==> config.mk <==
export PLATFORM = sky130hd
export DESIGN_NAME = ctrl_pipeline
export DESIGN_NICKNAME = d
export VERILOG_FILES = /design/src/rtl/ctrl_pipeline_pkg.sv /design/src/rtl/ctrl_pipeline_stage_reg.sv /design/src/rtl/ctrl_pipeline.sv
export SDC_FILE = /design/constraint.sdc
export NUM_CORES = 1
export LEC_CHECK = 0
export CAP_MARGIN = 10
export CORE_MARGIN = 5
export CORE_UTILIZATION = 41
export DETAILED_ROUTE_END_ITERATION = 7
export GPL_TIMING_DRIVEN = 0
export HOLD_SLACK_MARGIN = 0.05
export PLACE_DENSITY = 0.91
export REMOVE_ABC_BUFFERS = 1
export SETUP_SLACK_MARGIN = 0.02
export SLEW_MARGIN = 10
export SYNTH_ARGS = -nofsm -noshare
export SYNTH_HDL_FRONTEND = slang
export SYNTH_SLANG_ARGS = --single-unit
export TNS_END_PERCENT = 1
==> constraint.sdc <==
create_clock -name clk -period 3.9 [get_ports clk]
set_input_delay 0.78 -clock clk [delete_from_list [all_inputs] [get_ports clk]]
set_output_delay 0.78 -clock clk [all_outputs]
set_load 0.01 [all_outputs]
==> src/rtl/ctrl_pipeline_pkg.sv <==
// Shared definitions for the control pipeline: bundle layout, bit positions
// and forwarding-select encodings.
package ctrl_pipeline_pkg;

    localparam int CTRL_W = 11;

    // Bundle bit positions, LSB first
    localparam int CTRL_BRANCH    = 0;
    localparam int CTRL_JUMP      = 1;
    localparam int CTRL_MEMREAD   = 2;
    localparam int CTRL_MEMTOREG  = 3;
    localparam int CTRL_MEMWRITE  = 4;
    localparam int CTRL_ALUSRC    = 5;
    localparam int CTRL_REGWRITE  = 6;
    localparam int CTRL_RETURN    = 7;
    localparam int CTRL_PCSEL     = 8;
    localparam int CTRL_ALUOP_LSB = 9;

    localparam logic [1:0] FWD_RF  = 2'b00;
    localparam logic [1:0] FWD_MEM = 2'b10;
    localparam logic [1:0] FWD_WB  = 2'b01;

    typedef logic [CTRL_W-1:0] ctrl_t;

endpackage

==> src/rtl/ctrl_pipeline_stage_reg.sv <==
// One control stage register (valid, bundle, rd). A bubble or reset loads an
// all-zero entry; an invalid input also loads zero bundle and rd.
module ctrl_stage_reg
    import ctrl_pipeline_pkg::*;
#(
    parameter int REG_ADDR_W = 5
) (
    input  logic                  clk,
    input  logic                  reset,
    input  logic                  bubble,
    input  logic                  in_valid,
    input  ctrl_t                 in_ctrl,
    input  logic [REG_ADDR_W-1:0] in_rd,
    output logic                  valid,
    output ctrl_t                 ctrl,
    output logic [REG_ADDR_W-1:0] rd
);

    always_ff @(posedge clk) begin
        if (reset || bubble) begin
            valid <= 1'b0;
            ctrl  <= '0;
            rd    <= '0;
        end else begin
            valid <= in_valid;
            ctrl  <= in_valid ? in_ctrl : '0;
            rd    <= in_valid ? in_rd : '0;
        end
    end

endmodule

==> src/rtl/ctrl_pipeline.sv <==
// Carries decoded control from ID through EX/MEM/WB, raises load-use stalls,
// applies redirect flushes and selects EX operand forwarding.
// Optional perf counters are built only when CTRL_PIPE_PERF_EN is defined.
module ctrl_pipeline
    import ctrl_pipeline_pkg::*;
#(
    parameter int REG_ADDR_W = 5,
    parameter int ALUOP_W    = 2,
    parameter int CNT_W      = 32
) (
    input  logic                  clk,
    input  logic                  reset,
    input  logic                  id_branch,
    input  logic                  id_jump,
    input  logic                  id_memread,
    input  logic                  id_memtoreg,
    input  logic                  id_memwrite,
    input  logic                  id_alusrc,
    input  logic                  id_regwrite,
    input  logic                  id_return,
    input  logic                  id_pcsel,
    input  logic [ALUOP_W-1:0]    id_aluop,
    input  logic                  id_valid,
    input  logic [REG_ADDR_W-1:0] id_rs1,
    input  logic [REG_ADDR_W-1:0] id_rs2,
    input  logic [REG_ADDR_W-1:0] id_rd,
    input  logic                  id_uses_rs2,
    input  logic                  ex_redirect,
    output logic [CTRL_W-1:0]     ex_ctrl,
    output logic [REG_ADDR_W-1:0] ex_rd,
    output logic [CTRL_W-1:0]     mem_ctrl,
    output logic [REG_ADDR_W-1:0] mem_rd,
    output logic                  wb_regwrite,
    output logic                  wb_memtoreg,
    output logic [REG_ADDR_W-1:0] wb_rd,
    output logic                  stall,
    output logic                  flush_ifid,
    output logic [1:0]            fwd_a,
    output logic [1:0]            fwd_b,
    output logic [CNT_W-1:0]      stall_count,
    output logic [CNT_W-1:0]      flush_count
);

    ctrl_t                 id_ctrl;
    logic                  ex_valid;
    logic                  ex_bubble;
    logic [REG_ADDR_W-1:0] ex_rs1;
    logic [REG_ADDR_W-1:0] ex_rs2;
    logic                  mem_valid;
    logic                  wb_valid;
    ctrl_t                 wb_ctrl;
    logic                  wb_ctrl_unused;

    assign id_ctrl = {id_aluop, id_pcsel, id_return, id_regwrite, id_alusrc,
                      id_memwrite, id_memtoreg, id_memread, id_jump, id_branch};

    // Load-use: the load in EX has not produced data yet; redirect wins
    // because the instruction in ID is about to be discarded anyway.
    always_comb begin
        stall = 1'b0;
        if (!ex_redirect && ex_valid && ex_ctrl[CTRL_MEMREAD] && (ex_rd != '0) && id_valid) begin
            stall = (ex_rd == id_rs1) || (id_uses_rs2 && (ex_rd == id_rs2));
        end
    end

    assign flush_ifid = ex_redirect;
    assign ex_bubble  = ex_redirect || stall;

    ctrl_stage_reg #(.REG_ADDR_W(REG_ADDR_W)) u_ex (
        .clk      (clk),
        .reset    (reset),
        .bubble   (ex_bubble),
        .in_valid (id_valid),
        .in_ctrl  (id_ctrl),
        .in_rd    (id_rd),
        .valid    (ex_valid),
        .ctrl     (ex_ctrl),
        .rd       (ex_rd)
    );

    // Source indices follow the same bubble/invalid zeroing as the bundle
    always_ff @(posedge clk) begin
        if (reset || ex_bubble || !id_valid) begin
            ex_rs1 <= '0;
            ex_rs2 <= '0;
        end else begin
            ex_rs1 <= id_rs1;
            ex_rs2 <= id_rs2;
        end
    end

    ctrl_stage_reg #(.REG_ADDR_W(REG_ADDR_W)) u_mem (
        .clk      (clk),
        .reset    (reset),
        .bubble   (1'b0),
        .in_valid (ex_valid),
        .in_ctrl  (ex_ctrl),
        .in_rd    (ex_rd),
        .valid    (mem_valid),
        .ctrl     (mem_ctrl),
        .rd       (mem_rd)
    );

    ctrl_stage_reg #(.REG_ADDR_W(REG_ADDR_W)) u_wb (
        .clk      (clk),
        .reset    (reset),
        .bubble   (1'b0),
        .in_valid (mem_valid),
        .in_ctrl  (mem_ctrl),
        .in_rd    (mem_rd),
        .valid    (wb_valid),
        .ctrl     (wb_ctrl),
        .rd       (wb_rd)
    );

    assign wb_regwrite = wb_valid && wb_ctrl[CTRL_REGWRITE] && (wb_rd != '0);
    assign wb_memtoreg = wb_valid && wb_ctrl[CTRL_MEMTOREG];

    assign wb_ctrl_unused = ^{wb_ctrl[CTRL_W-1:CTRL_REGWRITE+1], wb_ctrl[CTRL_ALUSRC:CTRL_MEMWRITE],
                              wb_ctrl[CTRL_MEMREAD:CTRL_BRANCH]};

    function automatic logic writes_reg(input logic v, input ctrl_t c,
                                        input logic [REG_ADDR_W-1:0] rd,
                                        input logic [REG_ADDR_W-1:0] rs);
        return v && c[CTRL_REGWRITE] && (rd != '0) && (rd == rs);
    endfunction

    // The younger producer (MEM) holds the newer value and must win
    always_comb begin
        fwd_a = FWD_RF;
        fwd_b = FWD_RF;
        if (writes_reg(mem_valid, mem_ctrl, mem_rd, ex_rs1)) begin
            fwd_a = FWD_MEM;
        end else if (writes_reg(wb_valid, wb_ctrl, wb_rd, ex_rs1)) begin
            fwd_a = FWD_WB;
        end
        if (writes_reg(mem_valid, mem_ctrl, mem_rd, ex_rs2)) begin
            fwd_b = FWD_MEM;
        end else if (writes_reg(wb_valid, wb_ctrl, wb_rd, ex_rs2)) begin
            fwd_b = FWD_WB;
        end
    end

`ifdef CTRL_PIPE_PERF_EN
    always_ff @(posedge clk) begin
        if (reset) begin
            stall_count <= '0;
            flush_count <= '0;
        end else begin
            if (stall && (stall_count != {CNT_W{1'b1}})) begin
                stall_count <= stall_count + 1'b1;
            end
            if (ex_redirect && (flush_count != {CNT_W{1'b1}})) begin
                flush_count <= flush_count + 1'b1;
            end
        end
    end
`else
    assign stall_count = '0;
    assign flush_count = '0;
`endif

endmodule

==> results of run 1 <==
-- kinds of logic (layout without fill, tap and decap cells) --
| group | Yosys count | after routing | synth area share, % |
|---|---|---|---|
| buffers and inverters | 99 | 109 | 25.1 |
| XOR/XNOR | 30 | 30 | 10.7 |
| flip-flops | 52 | 52 | 42.3 |
| other | 1 | 64 | 0.153 |
| AND/OR/NAND/NOR | 46 | 46 | 11.8 |
| AO/OA/AOI/OAI | 31 | 32 | 9.92 |
-- layout make-up --
type	count	area, µm²	share of cell area [%]
clock buffer	7	96.3	3.04
clock inverter	1	30.0	0.946
inverter	26	97.6	3.08
multi-input combinational	172	1060	33.5
sequential	52	1040	32.8
tap	75	93.8	2.96
timing repair buffer	75	751	23.7
-- path summary, 6_finish.rpt --
path	start	end	slack, ns	depth (start not counted)
setup / recovery	id_valid	stall	0.20	6
hold / removal	u_ex.ctrl[1]	u_mem.ctrl[1]	0.46	1
setup reg to reg	u_ex.rd[2]	u_ex.ctrl[7]	2.07	4
hold reg to reg	u_ex.ctrl[1]	u_mem.ctrl[1]	0.46	1
-- state kept, by name, summed over array words and instances, names as in the netlist --
signal and flops:
u_ex.ctrl 11, u_mem.valid 1, u_mem.ctrl 11, u_wb.ctrl 2
u_wb.rd 5, ex_rs1 5, u_wb.valid 1, u_ex.valid 1
u_ex.rd 5, u_mem.rd 5, ex_rs2 5
-- metal layers --
layer | track usage, % | wire [µm]
met1 | 15.3 | 2000
met2 | 23.7 | 3070
met3 | 4.07 | 430
met4 | 6.14 | 169
met5 | 0 | 0
-- power breakdown --
group | switching, mW | total (mW) | leakage (nW) | internal [mW]
sequential | 0.00720 | 0.546 | 0.421 | 0.539
combinational | 0.0649 | 0.117 | 0.880 | 0.0517
clock | 0.165 | 0.392 | 0.0645 | 0.226
-- critical path, cell delays in order --
cell             delay (ns)
clkdlybuf4s50_1        0.44
nor2b_1                0.19
nand3_1                0.15
a21oi_4                0.60
and2_1                 0.22
clkdlybuf4s50_1        0.54
-- what timing repair did --
action                     CTS  global route
gates resized for setup      2             0
setup endpoints to repair    1             1
hold endpoints to repair     0             0
hold buffers                 0             0
gates cloned                 0             1
pin swaps                    0             1
-- placed cells by master (no fill, tap or decap), drive strengths merged, types with 2 or more instances in the layout --
master | Yosys | routed
nor2b | 3 | 3
xor2 | 8 | 8
dfxtp | 52 | 52
o22ai | 1 | 2
and2 | 25 | 25
nand4 | 3 | 3
clkdlybuf4s50 | 0 | 75
inv | 26 | 26
xnor2 | 22 | 22
clkbuf | 6 | 7
nand2 | 2 | 2
nor4 | 4 | 4
conb | 1 | 64
a21oi | 2 | 2
a211oi | 26 | 26
nand3 | 4 | 4
-- through the flow --
stage | worst slack [ns] | hold slack (ns)
finish | 0.202 | 0.459
global route | 0.0806 | 0.486
CTS | 0.0981 | 0.460
detailed placement | -0.136 | 0.438
global placement | -0.132 | 0.436
floorplan | 1.20 | 0.499
==> flow_summary.json, run 1 <==
{
  "yosys_most_used_dff": "dfxtp_1",
  "synth_warnings": 0,
  "cp_data_required_time_ns": 3.12,
  "cp-start-kind": "input pin",
  "areaGrowthSynthToFinish_pct": 29.1,
  "power.leakage_nw": 1.37,
  "core_area_um2": 5890,
  "clk_path_buf_depth": 2,
  "fin_cells": 408,
  "synth_edf_count": 0,
  "antenna_found_initial": 0,
  "drc": 0,
  "antennaDiodeCount": 0,
  "run_status": "finished clean",
  "worst_ep_arrival_time_ns": 2.92,
  "place_congestion": 0.824,
  "fin_crit_ns": 3.70,
  "die_x_um": 87.4,
  "tritoncts": "built",
  "critPathMaxFanout": 28,
  "gr-total-overflow": 0,
  "routed_wl_um": 5670,
  "netlist_top_cells_count": "buf_4, dfxtp_1, a211oi_1, inv_1, and2_1",
  "fillCellCount": 534,
  "synth_top_area_share_pct": 42.3,
  "root_buffer": "clkbuf_8",
  "cts_buffers": 5,
  "yosys-top-cells-area": "dfxtp_1, buf_4, a211oi_1",
  "grt_pass1_wl_um": 8140,
  "tightest_slew_ns": 1.06,
  "worstSetupEndpointType": "output port",
  "pin_count": 140,
  "fin_crit_sh_pct": 94.8,
  "synthCells": 259,
  "postPlaceCellArea_um2": 3020,
  "die_h_um": 87.4,
  "drtPass1Iterations": 4,
  "ir_drop_mv": 0.142,
  "fmax_mhz": 270,
  "grt_max_degree": 29,
  "final_area_um2": 3170,
  "async_flop_share_pct": 0,
  "timing_hold_violations_final": 0,
  "synth.most_common_cell": "buf_4",
  "clk_pin_slew_ns": 0.09,
  "crit_type": "in2out",
  "rsz0062_at_grt": "false",
  "viasPerCell": 4.29,
  "ant_nets": 0,
  "die_area_um2": 7640,
  "place_inst": 399,
  "io_buffers": 75,
  "htreeDepth": 2,
  "synth_top_area_cell": "dfxtp_1",
  "start_util_pct": 41.8,
  "layout-drive-gt1-share_pct": 4.50,
  "fin_skew_ns": 0.00264,
  "dp_hpwl_um": 4250,
  "clock_latency_ns": 0.30,
  "track_usage_pct": 13.7,
  "ys_ff_latch": 52,
  "final_nets": 363,
  "placementRows": 28,
  "relSlewSlack_pct": 29.2,
  "utilization_pct": 53.9,
  "drtIter0Drc": 56,
  "hold_class": "reg2reg",
  "synth_area_um2": 2460,
  "vias": 1751,
  "wire_per_inst_um": 13.9,
  "cts.sinks": 52,
  "post_cts.repair.setup_buffers": 0,
  "setup_viol": 0,
  "syn_area_per_cell_um2": 9.49,
  "synth_cell_types": 27,
  "total_power_mw": 1.05,
  "yosysSeqAreaShare_pct": 42.3,
  "cap_violations": 0,
  "setup_tns_ns": 0,
  "slew_viol_final": 0,
  "powerDensity_nw_per_um2": 332,
  "grt_pass1_vias": 1712
}
Note: power is estimated with default switching activity, not from simulation.
==> run 2: changes to the inputs <==
- CORE_UTILIZATION: 41 -> 55
- DONT_BUFFER_PORTS: default -> 1
- GPL_TIMING_DRIVEN: 0 -> default
- PLACE_DENSITY: 0.91 -> 0.76
==> flow_summary.json, run 2 (same netlist as run 1, synthesis figures left out) <==
{
  "fmax_mhz": 361,
  "tightest_slew_ns": 0.963,
  "clk_path_buf_depth": 2,
  "grt_pass1_wl_um": 7500,
  "reg2reg_slack_ns": 2.31,
  "core_area_um2": 4350,
  "viasPerCell": 4.59,
  "holdCritStartpoint": "u_ex.ctrl[0]",
  "htreeDepth": 2,
  "critPathMaxFanout": 5,
  "layout-drive-gt1-share_pct": 5.79,
  "fin_skew_ns": 0.00477,
  "fin_crit_sh_pct": 71.0,
  "crit_family": "simple AND/OR/NAND/NOR gates",
  "r2r-end": "ex_rs2[4]",
  "tritoncts": "built",
  "met1_length_um": 1740,
  "most-common-layout-cells": "conb_1, dfxtp_1, inv_1, a211oi_1, and2_1",
  "die_x_um": 76.9,
  "cts.sinks": 52,
  "power.leakage_nw": 1.09,
  "vias": 1426,
  "reg_top3": "u_ex.ctrl x11, u_mem.ctrl x11",
  "top_layer": "met4",
  "drtPass1Iterations": 2,
  "placementRows": 24,
  "drtIter0Drc": 33,
  "cp_data_required_time_ns": 3.12,
  "track_usage_pct": 15.8,
  "worst_ep_arrival_time_ns": 1.99,
  "register_area_um2": 1040,
  "antenna_found_initial": 0,
  "io_buffers": 0,
  "grt_pass1_vias": 1431,
  "final_common_cell": "conb_1",
  "root_buffer": "clkbuf_8",
  "run_status": "finished clean",
  "post_cts.repair.setup_buffers": 0,
  "areaGrowthSynthToFinish_pct": -3.92,
  "dp_hpwl_um": 3710,
  "timing_hold_violations_final": 0,
  "powerDensity_nw_per_um2": 409,
  "cts_resized": 0,
  "cp-start-kind": "flip-flop",
  "worstHoldPathCells": 1,
  "setup_viol": 0,
  "die_h_um": 76.9,
  "worst_path_max_delay_cell": "or4_1",
  "routed_wl_um": 4680,
  "path_cells": "or4_1, o211ai_2, nor4_1, nor4_2",
  "grt_max_degree": 29,
  "min_to": "u_mem.ctrl[0]",
  "cap_violations": 0,
  "wire_per_inst_um": 15.0,
  "relSlewSlack_pct": 35.8,
  "pin_count": 140,
  "fillCellCount": 409,
  "crit_type": "reg2out",
  "drc": 0,
  "start_util_pct": 56.5,
  "final_nets": 289,
  "route.met2.wl_um": 2430,
  "holdBufCountCts": 0,
  "r2r-start": "u_ex.rd[4]",
  "die_area_um2": 5910,
  "r2r_cells": 5,
  "crit_path_max_incr_delay_ns": 0.57,
  "ant_nets": 0,
  "ir_drop_mv": 0.202,
  "clk_pin_slew_ns": 0.09,
  "clock_latency_ns": 0.30,
  "route.met3.wl_um": 406,
  "rsz0062_at_grt": "false",
  "crit_buf_inv": 0,
  "fin_crit_ns": 2.77,
  "slew_viol_final": 0,
  "multi_input_area_um2": 1040,
  "cts_buffers": 5,
  "worstSetupEndpointType": "output port",
  "antennaDiodeCount": 0,
  "hold_class": "reg2reg",
  "place_congestion": 0.761,
  "holdWs_ns": 0.519,
  "setup_tns_ns": 0,
  "gr-total-overflow": 0
}
run 2: cell types whose count changed in the layout (fill, tap and decap cells not counted), sizes merged:
cell           change
clkdlybuf4s50     -75
buf                +2
clkbuf             -1
o22ai              -1
clkinv             +1
run 2: worst max-delay path by stage:
stage	startpoint	to	slack, ns	depth (start not counted)
after CTS	u_mem.rd[1]	fwd_b[0]	1.09	4
after detailed placement	id_rs2[3]	stall	1.37	5
after global placement	id_rs2[3]	stall	1.37	5
after global routing	u_mem.rd[1]	fwd_b[0]	0.92	4
after floorplan	id_rs1[2]	stall	1.20	4
final	u_mem.rd[1]	fwd_b[0]	1.13	4
run 2: cell type report:
type | instances | share of cell area [%]
sequential | 52 | 44.1
clock buffer | 6 | 3.07
multi-input combinational | 171 | 43.9
tap | 52 | 2.75
clock inverter | 2 | 1.48
timing repair buffer | 2 | 0.636
inverter | 26 | 4.13
run 2: through the flow:
step / cell area [µm²] / instances / util, % / setup slack [ns] / total power, mW
after floorplan: 2170 / 249 / - / 1.20 / 0.616
after global placement: 2250 / 303 / 51.8 / 1.37 / 0.625
after detailed placement: 2250 / 303 / 51.8 / 1.37 / 0.626
after CTS: 2360 / 311 / 54.3 / 1.09 / 0.975
after global routing: 2360 / 311 / 54.3 / 0.924 / 1.02
final: 2360 / 311 / 54.3 / 1.13 / 0.967
run 2: power by group:
group          internal (mW)  switching, mW  leakage [nW]  total (mW)
registers              0.539         0.0111         0.421       0.550
clock network          0.190          0.162        0.0552       0.352
logic                 0.0171         0.0480         0.617      0.0650
total                  0.747          0.221          1.09       0.967
run 2: per-layer routing:
metal	up-vias	track usage [%]
met5	-	0
met4	0	6.99
met3	10	4.33
met2	70	27.4
met1	646	18.0
li1	700	-
==> run 3: changes to the inputs <==
- clock period: 3.9 -> 2.55 ns (I/O delays scaled with it)
==> flow_summary.json, run 3 (same netlist as run 1, synthesis figures left out) <==
{
  "layout-drive-gt1-share_pct": 6.18,
  "antenna_found_initial": 0,
  "register_area_um2": 1040,
  "r2r_cells": 5,
  "pin_count": 140,
  "post_cts.repair.setup_buffers": 0,
  "setup_viol": 0,
  "holdBufCountCts": 0,
  "utilization_pct": 54.9,
  "final_nets": 289,
  "cp-start-kind": "flip-flop",
  "fin_skew_ns": 0.00581,
  "worstHoldPathCells": 2,
  "vias": 1383,
  "reg2reg_slack_ns": 0.97,
  "root_buffer": "clkbuf_8",
  "relSlewSlack_pct": 35.6,
  "fin_crit_ns": 2.42,
  "clk_path_buf_depth": 2,
  "wire_per_inst_um": 14.8,
  "final_common_cell": "conb_1",
  "power.leakage_nw": 1.10,
  "clock_latency_ns": 0.30,
  "grt_pass1_wl_um": 7200,
  "hold_class": "in2reg",
  "htreeDepth": 2,
  "most-common-layout-cells": "conb_1, dfxtp_1, inv_1, a211oi_1, and2_1",
  "gr-total-overflow": 0,
  "worst_ep_arrival_time_ns": 1.91,
  "tightest_slew_ns": 0.965,
  "grt_pass1_vias": 1410,
  "fin_crit_sh_pct": 94.7,
  "placementRows": 24,
  "place_congestion": 0.800,
  "drc": 0,
  "cp_data_required_time_ns": 2.04,
  "reg_top3": "u_ex.ctrl x11, u_mem.ctrl x11",
  "slew_viol_final": 0,
  "tritoncts": "built",
  "place_inst": 303,
  "core_area_um2": 4350,
  "areaGrowthSynthToFinish_pct": -2.70,
  "routed_wl_um": 4600,
  "die_area_um2": 5910,
  "crit_type": "reg2out",
  "start_util_pct": 56.5,
  "fillCellCount": 411,
  "dp_hpwl_um": 3710,
  "critPathMaxFanout": 5,
  "timing_hold_violations_final": 0,
  "clk_pin_slew_ns": 0.09,
  "ant_nets": 0,
  "total_power_mw": 1.60,
  "die_x_um": 76.9,
  "fin_cells": 311,
  "die_h_um": 76.9,
  "cap_violations": 0,
  "cts_buffers": 5,
  "drtIter0Drc": 29,
  "cts.sinks": 52,
  "ir_drop_mv": 0.327,
  "worstSetupEndpointType": "output port",
  "setup_tns_ns": 0,
  "powerDensity_nw_per_um2": 669,
  "multi_input_area_um2": 1040,
  "viasPerCell": 4.45,
  "track_usage_pct": 15.3,
  "antennaDiodeCount": 0,
  "rsz0062_at_grt": "true",
  "fmax_mhz": 414,
  "run_status": "finished clean",
  "grt_max_degree": 28,
  "io_buffers": 0,
  "drtPass1Iterations": 2
}
==> run 3: power by group <==
part           leakage [nW]  internal, mW  switching (mW)
logic                 0.614        0.0261          0.0731
clock network        0.0687         0.395           0.265
registers             0.421         0.825          0.0163
==> run 3: layer usage <==
layer	part of all wire, %	vias to the layer above	track usage [%]
met5	0	-	0
met4	1.1	0	4.90
li1	-	698	-
met3	11	5	7.26
met2	54	71	28.8
met1	34	609	14.4
==> run 3: layout make-up <==
cell class | instances | area share (%)
Timing Repair Buffer | 2 | 0.628
Tap cell | 52 | 2.72
Sequential cell | 52 | 43.5
Clock buffer | 5 | 2.88
Clock inverter | 3 | 2.88
Multi-Input combinational cell | 171 | 43.3
Inverter | 26 | 4.08
==> run 3: worst max-delay path, stage by stage, from the launching register on <==
cell and delay (ns):
dfxtp_1 0.49, or4_1 0.19, o211ai_2 0.09, nor4_1 0.72, nor4_2 0.12
==> run 3: per-stage QoR <==
stage / setup slack [ns] / hold WS [ns] / area [µm²]
2_1_floorplan: 0.386 / 0.499 / 2170
3_3_place_gp: 0.410 / 0.510 / 2250
3_5_place_dp: 0.363 / 0.515 / 2250
4_1_cts: 0.0226 / 0.295 / 2390
5_1_grt: 0.0119 / 0.300 / 2390
6_report: 0.134 / 0.308 / 2390
==> run 3: worst paths after layout <==
| kind | startpoint | end |
|---|---|---|
| max | u_mem.rd[1] | fwd_b[0] |
| min | id_memread | u_ex.ctrl[2] |
| max reg2reg | u_ex.rd[2] | ex_rs1[1] |
| min reg2reg | u_ex.ctrl[8] | u_mem.ctrl[8] |
==> run 3: what timing repair did <==
| action | CTS | global route |
|---|---|---|
| resized for setup | 0 | 0 |
| pin swaps | 1 | 1 |
| setup endpoints to repair | 1 | 2 |
